### config.mk
export PLATFORM = sky130hd
export DESIGN_NAME = axi_wb
export DESIGN_NICKNAME = d
export VERILOG_FILES = /design/src/rtl/axi_wb_pkg.sv /design/src/rtl/axi_wb.sv
export SDC_FILE = /design/constraint.sdc
export NUM_CORES = 1
export LEC_CHECK = 0
export BUFFER_PORTS_ARGS = -buffer_cell sky130_fd_sc_hd__buf_4
export CAP_MARGIN = 0
export CORE_MARGIN = 10
export CORE_UTILIZATION = 40
export CTS_BUF_LIST = sky130_fd_sc_hd__clkbuf_4
export DETAILED_ROUTE_END_ITERATION = 8
export HOLD_SLACK_MARGIN = 0.12
export PLACE_DENSITY = 0.69
export RECOVER_POWER = 100
export SLEW_MARGIN = 20
export SYNTH_ARGS = -nofsm -noshare
export SYNTH_HDL_FRONTEND = slang
export SYNTH_SLANG_ARGS = --single-unit
### constraint.sdc
create_clock -name clk -period 2.1 [get_ports clk]
set_input_delay 0.21 -clock clk [delete_from_list [all_inputs] [get_ports clk]]
set_output_delay 0.21 -clock clk [all_outputs]
set_load 0.1 [all_outputs]
### src/rtl/axi_wb_pkg.sv
// Shared definitions for the FIFO-to-AXI write burst engine (axi_wb).
// State encoding, fixed burst attributes and AXI response codes.
package axi_wb_pkg;

    typedef enum logic [2:0] {
        ST_IDLE  = 3'd0,
        ST_AW    = 3'd1,
        ST_FETCH = 3'd2,
        ST_SEND  = 3'd3,
        ST_BWAIT = 3'd4,
        ST_DONE  = 3'd5
    } state_t;

    localparam logic [1:0] AXI_BURST_INCR = 2'b01;
    localparam logic [2:0] AXI_SIZE_4B    = 3'b010;

    localparam logic [1:0] AXI_RESP_OKAY   = 2'b00;
    localparam logic [1:0] AXI_RESP_EXOKAY = 2'b01;
    localparam logic [1:0] AXI_RESP_SLVERR = 2'b10;
    localparam logic [1:0] AXI_RESP_DECERR = 2'b11;

    // Anything other than a plain OKAY is reported as an error.
    function automatic logic resp_is_error(input logic [1:0] resp);
        return resp != AXI_RESP_OKAY;
    endfunction

endpackage

### src/rtl/axi_wb.sv
// Pops N words from a FIFO and writes them as one AXI4 INCR burst.
// Define AXI_WB_BRESP_CHECK_EN to report non-OKAY write responses on err.
module axi_wb
    import axi_wb_pkg::*;
#(
    parameter int DATA_W = 32,
    parameter int ADDR_W = 16
) (
    input  logic                clk,
    input  logic                rst,
    input  logic                start,
    input  logic [7:0]          arg_1_rdata,
    input  logic [ADDR_W-1:0]   arg_2_rdata,
    input  logic [DATA_W-1:0]   arg_0_out_data,
    input  logic                arg_0_read_ready,
    output logic                arg_0_read_valid,
    output logic [ADDR_W-1:0]   arg_3_s_axi_awaddr,
    output logic [7:0]          arg_3_s_axi_awlen,
    output logic [2:0]          arg_3_s_axi_awsize,
    output logic [1:0]          arg_3_s_axi_awburst,
    output logic                arg_3_s_axi_awvalid,
    input  logic                arg_3_s_axi_awready,
    output logic [DATA_W-1:0]   arg_3_s_axi_wdata,
    output logic [DATA_W/8-1:0] arg_3_s_axi_wstrb,
    output logic                arg_3_s_axi_wlast,
    output logic                arg_3_s_axi_wvalid,
    input  logic                arg_3_s_axi_wready,
    input  logic [1:0]          arg_3_s_axi_bresp,
    input  logic                arg_3_s_axi_bvalid,
    output logic                arg_3_s_axi_bready,
    output logic                valid,
    output logic                err
);

    state_t              state_q, state_d;
    logic [7:0]          awlen_q, awlen_d;
    logic [ADDR_W-1:0]   addr_q, addr_d;
    logic [7:0]          beat_q, beat_d;
    logic [DATA_W-1:0]   wdata_q, wdata_d;
    logic                err_q, err_d;
    logic                last_beat;

    // awlen holds N-1, so the final beat is the one whose index equals awlen.
    assign last_beat = (beat_q == awlen_q);

    always_ff @(posedge clk or posedge rst) begin
        if (rst) begin
            state_q <= ST_IDLE;
            awlen_q <= '0;
            addr_q  <= '0;
            beat_q  <= '0;
            wdata_q <= '0;
            err_q   <= 1'b0;
        end else begin
            state_q <= state_d;
            awlen_q <= awlen_d;
            addr_q  <= addr_d;
            beat_q  <= beat_d;
            wdata_q <= wdata_d;
            err_q   <= err_d;
        end
    end

    always_comb begin
        state_d = state_q;
        awlen_d = awlen_q;
        addr_d  = addr_q;
        beat_d  = beat_q;
        wdata_d = wdata_q;
        err_d   = err_q;
        case (state_q)
            ST_IDLE, ST_DONE: begin
                if (start) begin
                    err_d  = 1'b0;
                    beat_d = '0;
                    if (arg_1_rdata != 8'd0) begin
                        awlen_d = arg_1_rdata - 8'd1;
                        addr_d  = arg_2_rdata;
                        state_d = ST_AW;
                    end else begin
                        state_d = ST_DONE;
                    end
                end
            end
            ST_AW: begin
                if (arg_3_s_axi_awready) state_d = ST_FETCH;
            end
            ST_FETCH: begin
                if (arg_0_read_ready) begin
                    wdata_d = arg_0_out_data;
                    state_d = ST_SEND;
                end
            end
            ST_SEND: begin
                if (arg_3_s_axi_wready) begin
                    beat_d  = beat_q + 8'd1;
                    state_d = last_beat ? ST_BWAIT : ST_FETCH;
                end
            end
            ST_BWAIT: begin
                if (arg_3_s_axi_bvalid) begin
                    state_d = ST_DONE;
`ifdef AXI_WB_BRESP_CHECK_EN
                    err_d = resp_is_error(arg_3_s_axi_bresp);
`endif
                end
            end
            default: state_d = ST_IDLE;
        endcase
    end

`ifndef AXI_WB_BRESP_CHECK_EN
    logic unused_bresp;
    assign unused_bresp = ^arg_3_s_axi_bresp;
`endif

    // Handshake outputs decode straight from state so reset clears them at once.
    assign arg_0_read_valid    = (state_q == ST_FETCH);
    assign arg_3_s_axi_awvalid = (state_q == ST_AW);
    assign arg_3_s_axi_wvalid  = (state_q == ST_SEND);
    assign arg_3_s_axi_wlast   = (state_q == ST_SEND) && last_beat;
    assign arg_3_s_axi_bready  = (state_q == ST_BWAIT);
    assign valid               = (state_q == ST_DONE);

    assign arg_3_s_axi_awaddr  = addr_q;
    assign arg_3_s_axi_awlen   = awlen_q;
    assign arg_3_s_axi_awsize  = AXI_SIZE_4B;
    assign arg_3_s_axi_awburst = AXI_BURST_INCR;
    assign arg_3_s_axi_wdata   = wdata_q;
    assign arg_3_s_axi_wstrb   = '1;
    assign err                 = err_q;

endmodule

Yosys cells after proc, flatten, opt, wreduce, memory -nomap -nowiden --
Index checks and enable logic that the tools add are counted.
Cells by class: add/sub/neg operators 2, eq/ne operators 11, reduce and logical (&&, ||, !) cells 9, mux-type cells 11
Operator list (number):
- 3-bit two-way mux | 7
- 8-bit two-way mux | 2
- 8-bit one-hot mux with 2 select lines | 1
- 3-bit one-hot mux with 5 select lines | 1
- 8-bit by 1-bit adder with 8-bit output (second input constant) | 1
- 8-bit == test | 1
- 8-bit nonzero test | 1
- 8-bit by 1-bit subtractor with 8-bit output (second input constant) | 1
- 3-bit by 2-bit == test with 1-bit output (second input constant) | 2
- 3-bit == test (second input constant) | 2
- 2-bit inequality test (second input constant) | 3
- 3-bit AND reduction | 2
- 5-bit AND reduction | 1
- 2-bit by 1-bit inequality test with 1-bit output (second input constant) | 2
- 3-bit by 1-bit == test with 1-bit output (second input constant) | 1
- 3-bit logical NOT | 1
- 2-bit AND reduction | 1
- 2-bit nonzero test | 1
- 2-bit OR reduction | 1
- 1-bit logical AND | 1
Storage, ports and cells: output and inout bits 72, word-level logic and storage cells 38, bits in registers 67, input bits 65

Logic depth before layout (Yosys ltp) --
Gate-level depths: netlist of the first run.
depth in word-level cells 4, mapped depth 7, mapped depth without buffers 6

Least setup slack after synthesis of the first run --
Ideal clock, no wire load.
path kind register to output, start reg state_q[1], end out arg_0_read_valid, arrival time 2.965 ns, slack -1.075 ns, buffers on the path 2, required time 1.890 ns, stages on the path, launching flop included 4, cells stage by stage dfrtp_1 buf_2 clkbuf_1 nor3b_1
On the way: longest elaborated chain between the ends 1
RTL lines:
- from (decl) | line axi_wb.sv:35 | state_t state_q, state_d;
- from (signal assigned) | line axi_wb.sv:55 | state_q <= state_d;
- 3-bit by 2-bit == test with 1-bit output | line axi_wb.sv:118 | assign arg_0_read_valid = (state_q == ST_FETCH);
- to (decl) | line axi_wb.sv:16 | output logic arg_0_read_valid,
No other way between the ends.

Worst setup path in the final report of the first run --
start reg awlen_q[7] (netlist: arg_3_s_axi_awlen[7]), end out arg_3_s_axi_wlast
On the way: longest elaborated chain between the ends 2
RTL lines:
- from (decl) | line axi_wb.sv:36 | logic [7:0] awlen_q, awlen_d;
- from (signal assigned) | line axi_wb.sv:56 | awlen_q <= awlen_d;
- 8-bit == test | line axi_wb.sv:44 | assign last_beat = (beat_q == awlen_q);
- 1-bit logical AND | line axi_wb.sv:121 | assign arg_3_s_axi_wlast = (state_q == ST_SEND) && last_beat;
- to (decl) | line axi_wb.sv:25 | output logic arg_3_s_axi_wlast,
No other way between the ends.

==> results.toml, run 1 <==
[status]
outcome = "complete, no violations"

[worst_setup_path]
worst-path-buf-inv = 1
cp.depth = 4
worstSetupStartpointType = "flip-flop"
maximum_cell_stage_delay_along_the_critical_path_ns = 0.44
timing_worst_setup_path_type = "reg2out"
worst_path_max_delay_cell = "sky130_fd_sc_hd__dfrtp_2"
crit_family = "simple AND/OR/NAND/NOR gates"
r2r.worst_path.cells = 4
arr_time_crit_path_ns = 1.79
critical_path.cell_chain = "xor2_1, nor4_2, and3_4, buf_8"
worstPathRequired_ns = 1.89
end_kind = "output pin"
critical_path.max_fanout = 3

[floorplan]
row_count = 32
die-area_mm2 = 0.0117
fp.coreArea_mm2 = 0.00761
floorplan.initialDensity_pct = 40.7
floorplan.die.width_um = 108
floorplan.die.height_um = 108
io_pins = 137

[detailed_routing]
detail_route.first_pass.iterations = 4
drt-vias-per-instance = 4.72
finalWirelength_um = 9390
wl_per_cell_um = 16.9
detailroute.via_count = 2628
post-route-drc-count = 0
drtAntennaViolNets = 0
drt_iter0_drc = 94

[clocking]
root_buffer = "sky130_fd_sc_hd__clkbuf_4"
ctsHtreeMaxLevel = 3
path_clk_slew_ns = 0.11
cts_post_setup_buffers_inserted = 0
clock_tree.buffer_depth = 2
cts_tree = "yes"
tritoncts.num_buffers = 9
clock_sink_count = 67
clk-insertion-delay-late_ns = 0.41

[placement]
place_worst_setup_slack_ns = -0.129
hpwlAfterDp_um = 6360
placement.io_buffers = 124
gpl_wtd_cong = 0.802
post-place-cells = 483

[global_route]
grt_max_degree = 36
grt_pass1_vias = 2978
global_route_usage_sum_pct = 16.2
antenna_found_initial = 0
grt.overflow.total = 0
grt_pass1_wl_um = 15100

[synthesis]
library_cell_with_the_highest_instance_count_after_synthesis = "sky130_fd_sc_hd__dfrtp_1"
synthesis.yosys.warnings = 0
yosys-top-cells-area = "sky130_fd_sc_hd__dfrtp_1, sky130_fd_sc_hd__mux2_2, sky130_fd_sc_hd__xor2_1"
total_of_flip_flops_plus_latches_after_synthesis = 67
ys_types = 39
syn_avg_cell_area_um2 = 11.9
syn_area_mm2 = 0.00310
post-synth-top-area-cell = "sky130_fd_sc_hd__dfrtp_1"
synth_cells = 260
async_flop_share_pct = 100
synth_seq_area_share_pct = 54.2
post-synth-top-area-fraction_pct = 54.2
synth_ff_type = "sky130_fd_sc_hd__dfrtp_1"
synthTopCellsByCount = "sky130_fd_sc_hd__dfrtp_1, sky130_fd_sc_hd__mux2_2, sky130_fd_sc_hd__nor2_1, sky130_fd_sc_hd__nand2_1, sky130_fd_sc_hd__xor2_1"
synth-edff-count = 0

[layout]
syn2layout_area_growth_pct = 52.7
area_of_combinational_cells_with_multiple_inputs_mm2 = 0.00134
layout.core_utilization_pct = 62.2
num_antenna_cells = 0
layout-drive-gt1-share_pct = 47.3
fillers = 626
ff_latch_area_mm2 = 0.00168
finish.net_count = 518
layoutNonFillerInstCount = 557

[timing]
fmax_achieved_mhz = 501
fin_crit_ns = 2.00
slew_viol_final = 0
hold_viol_final = 0
slew_of_the_pin_with_the_lowest_slew_margin_ns = 0.876
setup_ws_ns = 0.105
max_slew_margin_vs_limit_pct = 41.6
grt_setup_unrepaired = "no"
post-route-period-util_pct = 95.0
final.setup_skew_ns = 0.00723
setup-violations-final = 0
timing.hold.ws_ns = 0.183

[hold_path]
hold_class = "in2reg"
hold-path-cell-count = 4

[flow_run]
max-cap-violations = 0
## stage by stage
step | area [µm²] | setup TNS, ns
global route | 4730 | 0
CTS | 4890 | 0
floorplan | 3150 | -0.504
finish | 4730 | 0
global placement | 4200 | -1.30
detailed placement | 4200 | -2.24
## path summary, 6_finish.rpt
path / start / to / slack (ns)
setup / recovery: arg_3_s_axi_awlen[7] / arg_3_s_axi_wlast / 0.10
hold / removal: arg_3_s_axi_awready / state_q[1] / 0.18
setup reg to reg: state_q[2] / arg_3_s_axi_awaddr[1] / 0.18
hold reg to reg: arg_3_s_axi_wdata[26] / arg_3_s_axi_wdata[26] / 0.52
max in group asynchronous: rst / arg_3_s_axi_awlen[7] / 0.46
min in group asynchronous: rst / arg_3_s_axi_awaddr[3] / 0.37
## final cells by class
type / count / share of cell area [%]
sequential: 67 / 35.6
multi-input combinational: 173 / 28.3
clock buffer: 9 / 1.43
tap: 102 / 2.70
timing repair buffer: 194 / 30.7
clock inverter: 7 / 0.926
inverter: 5 / 0.397
## layout by cell type, fill, tap and decap left out, types with 2 or more instances in the layout
master	instances
sky130_fd_sc_hd__nand4b_1	2
sky130_fd_sc_hd__nor2_1	20
sky130_fd_sc_hd__buf_2	2
sky130_fd_sc_hd__nand2b_1	2
sky130_fd_sc_hd__a211oi_1	2
sky130_fd_sc_hd__o211ai_1	3
sky130_fd_sc_hd__buf_4	66
sky130_fd_sc_hd__a21oi_1	11
sky130_fd_sc_hd__xnor2_1	2
sky130_fd_sc_hd__nand2_1	15
sky130_fd_sc_hd__conb_1	10
sky130_fd_sc_hd__nor3_1	2
sky130_fd_sc_hd__clkbuf_1	2
sky130_fd_sc_hd__clkbuf_4	15
sky130_fd_sc_hd__dfrtp_2	6
sky130_fd_sc_hd__mux2_1	2
sky130_fd_sc_hd__nand3_1	7
sky130_fd_sc_hd__clkinvlp_4	2
sky130_fd_sc_hd__inv_1	5
sky130_fd_sc_hd__o21ai_0	4
sky130_fd_sc_hd__or4_1	3
sky130_fd_sc_hd__clkbuf_2	59
sky130_fd_sc_hd__nor4b_1	2
sky130_fd_sc_hd__dfrtp_1	61
sky130_fd_sc_hd__xor2_1	14
sky130_fd_sc_hd__dlygate4sd3_1	57
sky130_fd_sc_hd__clkinv_2	4
sky130_fd_sc_hd__ha_1	3
sky130_fd_sc_hd__nor4_2	3
sky130_fd_sc_hd__mux2_2	46
sky130_fd_sc_hd__or3_1	2
## cell families (layout without fill, tap and decap cells)
family,after synthesis,count (layout),share of synthesized area (%)
other cells,2,10,0.243
fa+ha+maj,3,3,1.21
flops,67,67,54.2
xor+xnor,16,16,4.53
mux,48,48,17.5
buf+inv,28,215,5.09
compound gates,25,25,5.05
simple gates,71,71,12.2
## repair_timing
action                                  4_1_cts  5_1_grt
hold endpoints to repair                    123        1
hold buffers                                 56        1
resized for setup                             4        2
endpoints found under the setup margin        1        1
## registers in the layout, summed over array words and instances, names as in the netlist
| signal | count |
|---|---|
| beat_q | 8 |
| arg_3_s_axi_awlen | 8 |
| state_q | 3 |
| arg_3_s_axi_awaddr | 16 |
| arg_3_s_axi_wdata | 32 |
## worst register-to-register path, stage by stage (launching register included)
cell and delay (ns):
sky130_fd_sc_hd__dfrtp_1 0.41, sky130_fd_sc_hd__xor2_1 0.21, sky130_fd_sc_hd__a211oi_4 0.37, sky130_fd_sc_hd__buf_2 0.43, sky130_fd_sc_hd__mux2_2 0.40
## layer usage
layer | track usage, % | share of wire (%) | vias to the layer above
met2 | 27.5 | 51 | 92
met3 | 7.50 | 9.1 | 8
li1 | - | - | 1265
met1 | 17.7 | 39 | 1263
met5 | 0 | 0 | -
met4 | 5.06 | 0.83 | 0
Power of run 1 is not shown: default switching activity piles up to over one toggle a cycle in this logic, so the estimate is an artifact.
==> inputs of run 2 (changes only) <==
CORE_UTILIZATION = 49   (was 40)
PLACE_DENSITY = 0.82   (was 0.69)
REMOVE_ABC_BUFFERS = 1   (was default)
SETUP_SLACK_MARGIN = 0.1   (was default)
==> run 2 against run 1 <==
Effect of this change:
- clock-buffer cell count stayed put
- sequential share of layout area is 0.51 points lower
- flip-flop and latch count stayed put
- critical path type unchanged
- die area is 15% lower
- highest routed layer unchanged
- critical endpoint unchanged
==> results.toml, run 2 (same netlist as run 1, synthesis figures left out) <==
[status]
outcome = "complete, no violations"

[floorplan]
floorplan.die.width_um = 99.5
row_count = 28
floorplan.die.height_um = 99.5
die-area_mm2 = 0.00990
fp.coreArea_mm2 = 0.00603
io_pins = 137
floorplan.initialDensity_pct = 51.4

[detailed_routing]
wl_per_cell_um = 18.2
drt_iter0_drc = 112
post-route-drc-count = 0
detailroute.via_count = 2735
detail_route.first_pass.iterations = 4
drtAntennaViolNets = 0
finalWirelength_um = 9810
drt-vias-per-instance = 5.08

[layout]
most-common-layout-cells = "sky130_fd_sc_hd__buf_4, sky130_fd_sc_hd__dfrtp_1, sky130_fd_sc_hd__clkbuf_2"
flip_flop_count_of_the_largest_register_all_copies_and_words_added = 32
layout.core_utilization_pct = 79.4
layout-drive-gt1-share_pct = 46.9
syn2layout_area_growth_pct = 54.5
finish.net_count = 526
post-route-cell-area_mm2 = 0.00478
fillers = 416
num_antenna_cells = 0
final_common_cell = "sky130_fd_sc_hd__buf_4"

[timing]
grt_setup_unrepaired = "yes"
setup-violations-final = 0
hold_viol_final = 0
slew_viol_final = 0
final.setup_skew_ns = 0.0126
fin_crit_ns = 2.04
slew_of_the_pin_with_the_lowest_slew_margin_ns = 1.06
post-route-period-util_pct = 97.2
fmax_achieved_mhz = 490
max_slew_margin_vs_limit_pct = 29.2
timing.hold.ws_ns = 0.132
finalSetupTns_ns = 0

[global_route]
grt_pass1_vias = 2955
grt_util_met2_pct = 34.6
globalRoute.busiestLayer = "met2"
met1_track_usage_gr_pct = 19.7
grt_max_degree = 33
use_met3_pct = 7.06
antenna_found_initial = 0
grt_pass1_wl_um = 15200
global_route_usage_sum_pct = 19.1
grt.overflow.total = 0

[worst_setup_path]
maximum_cell_stage_delay_along_the_critical_path_ns = 0.44
r2r.worst_path.cells = 5
rr_endpoint = "arg_3_s_axi_awaddr[13]"
worst_path_max_delay_cell = "sky130_fd_sc_hd__dfrtp_2"
worstPathRequired_ns = 1.89
crit_family = "simple AND/OR/NAND/NOR gates"
worstSetupStartpointType = "flip-flop"
timing_worst_setup_path_type = "reg2out"
arr_time_crit_path_ns = 1.83
critical_path.max_fanout = 3
critical_path.reg2reg.startpoint = "state_q[0]"
critical_path.cell_chain = "xor2_1, nor4_2, and3_2, buf_12"
rrSetupSlack_ns = 0.18
cp.depth = 4
worst-path-buf-inv = 1
end_kind = "output pin"

[hold_path]
worstHoldEndpoint = "arg_3_s_axi_awlen[4]"
hold-path-cell-count = 3
hold_class = "in2reg"
hp-start = "arg_1_rdata[4]"

[clocking]
root_buffer = "sky130_fd_sc_hd__clkbuf_4"
path_clk_slew_ns = 0.11
clock_sink_count = 67
cts_tree = "yes"
tritoncts.num_buffers = 9
ctsHtreeMaxLevel = 3
clock_tree.buffer_depth = 2
clk-insertion-delay-late_ns = 0.41

[placement]
hpwlAfterDp_um = 6430
placement.io_buffers = 124
dpl_cell_area_mm2 = 0.00414
gpl_wtd_cong = 0.825

[flow_run]
max-cap-violations = 0
-- run 2: cell count changes in the layout (fill, tap and decap cells not counted), sizes merged --
cell         delta
buf             +9
dlygate4sd3     -3
bufinv          +2
clkbuf          +2
clkinv          -1
inv             -1
-- run 2: cell type report --
type / count / area, µm² / share of cell area (%)
Clock buffer: 9 / 67.6 / 1.41
Tap cell: 75 / 93.8 / 1.96
Multi-Input combinational cell: 173 / 1310 / 27.4
Clock inverter: 7 / 92.6 / 1.94
Sequential cell: 67 / 1680 / 35.1
Inverter: 5 / 18.8 / 0.392
Timing Repair Buffer: 202 / 1520 / 31.8
-- run 2: worst max path at each step --
stage / from / to / slack, ns
6_report: beat_q[4] / arg_3_s_axi_wlast / 0.06
5_1_grt: arg_3_s_axi_awlen[1] / arg_3_s_axi_wlast / 0.02
4_1_cts: arg_3_s_axi_awlen[3] / arg_3_s_axi_wlast / 0.11
3_5_place_dp: arg_1_rdata[0] / arg_3_s_axi_awaddr[10] / -0.03
3_3_place_gp: arg_1_rdata[0] / arg_3_s_axi_awaddr[7] / 0.05
2_1_floorplan: state_q[1] / arg_0_read_valid / -0.93
-- run 2: routing by layer --
layer  vias up  part of all wire, %
li1       1282                    -
met1      1340                   36
met4         0                  1.6
met2       100                   54
met5         -                    0
met3        13                  7.8
-- run 2: per-stage QoR --
step                      cells  setup WS [ns]
after floorplan             245         -0.930
after global placement      454         0.0467
after detailed placement    454        -0.0345
after CTS                   530          0.110
after global routing        538         0.0173
final                       538         0.0586
-- run 2: timing repair --
item / in CTS / in global routing
setup endpoints to repair: 1 / 5
gates resized for setup: 8 / 2
endpoints found under the hold margin: 80 / 0
buffers inserted: 6 / 8
pin swaps: 3 / 4
hold buffers: 54 / 0
-- run 2: worst register-to-register path, stage by stage (launching register included) --
cell                       delay [ns]
sky130_fd_sc_hd__dfrtp_1         0.42
sky130_fd_sc_hd__xor2_1          0.20
sky130_fd_sc_hd__a211oi_4        0.22
sky130_fd_sc_hd__clkbuf_1        0.40
sky130_fd_sc_hd__buf_4           0.24
sky130_fd_sc_hd__mux2_2          0.34
Power of run 2 is left out for the same reason.
==> inputs of run 3 (changes only) <==
CORE_ASPECT_RATIO = 0.5   (was default)
SLEW_MARGIN = default   (was 20)
==> run 3 against run 2 <==
Effect of this change:
- core utilization shrank 1.6 points
- register-to-register slack hardly changed
- clock-buffer cell count grew 3
- design area down 0.73%
- routed wire length grew 12%
- die area grew 2.0%
- largest cell class unchanged
- flip-flop and latch count stayed put
- cell count rose by 1.3%
- worst hold slack improved by 0.044 ns
- clock skew increased by 0.012 ns
- fmax is 1.1% lower
==> results.toml, run 3 (same netlist as run 1, synthesis figures left out) <==
[worst_setup_path]
end_kind = "output pin"
crit_path_frequent_cell = "sky130_fd_sc_hd__buf_4"
critical_path.max_fanout = 15
worstSetupStartpointType = "flip-flop"
crit_family = "buffers and inverters"
worst-path-buf-inv = 2
rr_endpoint = "beat_q[4]"
critical_path.cell_chain = "buf_4, nand2b_1, nor2_1, buf_4"
worst_path_max_delay_cell = "sky130_fd_sc_hd__dfrtp_1"
worstPathRequired_ns = 1.89
r2r.worst_path.cells = 5
timing_startpoint_of_the_critical_path = "state_q[1]"
timing_worst_setup_path_type = "reg2out"
arr_time_crit_path_ns = 1.85
maximum_cell_stage_delay_along_the_critical_path_ns = 0.46
critical_path.reg2reg.startpoint = "state_q[0]"
rrSetupSlack_ns = 0.19

[hold_path]
worstHoldEndpoint = "arg_3_s_axi_awlen[5]"
hold_class = "in2reg"
hold-path-cell-count = 3
hp-start = "arg_1_rdata[5]"

[layout]
finish.net_count = 522
most-common-layout-cells = "sky130_fd_sc_hd__buf_4, sky130_fd_sc_hd__dfrtp_1, sky130_fd_sc_hd__dlygate4sd3_1, sky130_fd_sc_hd__clkbuf_2, sky130_fd_sc_hd__mux2_2"
fillers = 376
final_common_cell = "sky130_fd_sc_hd__buf_4"
layout-drive-gt1-share_pct = 46.9
syn2layout_area_growth_pct = 53.4
flip_flop_count_of_the_largest_register_all_copies_and_words_added = 32

[global_route]
grt_pass1_vias = 3149
grt_max_degree = 45
grt_pass1_wl_um = 16600
global_route_usage_sum_pct = 20.4
antenna_found_initial = 1
grt.overflow.total = 0

[flow_run]
max-cap-violations = 0

[detailed_routing]
post-route-drc-count = 0
drt-vias-per-instance = 5.28
drtAntennaViolNets = 0
drt_iter0_drc = 311
detailroute.via_count = 2875
wl_per_cell_um = 20.1
detail_route.first_pass.iterations = 5
finalWirelength_um = 10900

[clocking]
clock_tree.buffer_depth = 2
path_clk_slew_ns = 0.12
tritoncts.num_buffers = 9
cts_tree = "yes"
ctsHtreeMaxLevel = 3
clock_sink_count = 67
clk-insertion-delay-late_ns = 0.42
root_buffer = "sky130_fd_sc_hd__clkbuf_4"

[timing]
hold_viol_final = 0
slew_viol_final = 0
finalSetupTns_ns = 0
grt_setup_unrepaired = "yes"
max_slew_margin_vs_limit_pct = 41.6
setup-violations-final = 0
slew_of_the_pin_with_the_lowest_slew_margin_ns = 0.875
fmax_achieved_mhz = 484
post-route-period-util_pct = 98.3
fin_crit_ns = 2.06
final.setup_skew_ns = 0.0244

[floorplan]
die-area_mm2 = 0.0101
fp.coreArea_mm2 = 0.00611
io_pins = 137
floorplan.initialDensity_pct = 50.7
row_count = 20
floorplan.die.width_um = 132
floorplan.die.height_um = 76.2

[placement]
hpwlAfterDp_um = 6330
gpl_wtd_cong = 0.845
placement.io_buffers = 124

[status]
outcome = "complete, no violations"
## run 3: worst max-delay path by stage
stage                     depth (start not counted)                     to
after floorplan                                   1       arg_0_read_valid
after global placement                            7  arg_3_s_axi_awaddr[6]
after detailed placement                          7  arg_3_s_axi_awaddr[4]
after CTS                                         4      arg_3_s_axi_wlast
after global routing                              4      arg_3_s_axi_wlast
final                                             4     arg_3_s_axi_bready
## run 3: worst min-delay path: cells and delay by family
kind | cells | cell delay [ns]
xor+xnor | 1 | 0.07
compound gates | 1 | 0.14
buf+inv | 1 | 0.11
## run 3: through the flow
step	setup slack, ns	std cells	utilization, %	area (µm²)	hold slack, ns
6_report	0.0357	545	77.7	4750	0.175
5_1_grt	-0.0292	545	77.7	4750	0.164
4_1_cts	0.0657	537	79.2	4830	0.120
3_5_place_dp	0.339	464	67.5	4120	0.292
3_3_place_gp	0.384	464	67.5	4120	0.272
2_1_floorplan	-0.930	245	-	2990	0.297
## run 3: metal layers
layer	GRT usage, %	share of wire, %	routed length [µm]	vias up
met2	39.1	54	5940	158
met1	19.6	33	3660	1384
met4	11.1	6.0	652	0
li1	-	-	-	1273
met3	5.26	6.3	691	60
met5	0	0	0	-
## run 3: repair_timing
item | CTS | global route
hold buffers | 55 | 0
pin swaps | 4 | 3
buffers inserted | 5 | 7
setup endpoints to repair | 1 | 13
resized for setup | 8 | 2
hold endpoints to repair | 78 | 0
## run 3: layout make-up
| cell class | count | area [µm²] | share of cell area [%] |
|---|---|---|---|
| multi-input combinational | 173 | 1330 | 27.9 |
| clock inverter | 1 | 3.75 | 0.0791 |
| inverter | 5 | 18.8 | 0.395 |
| clock buffer | 12 | 90.1 | 1.90 |
| sequential | 67 | 1680 | 35.3 |
| antenna | 1 | 2.50 | 0.0527 |
| tap | 88 | 110 | 2.32 |
| timing repair buffer | 198 | 1520 | 32.0 |
Power of run 3 is left out for the same reason.
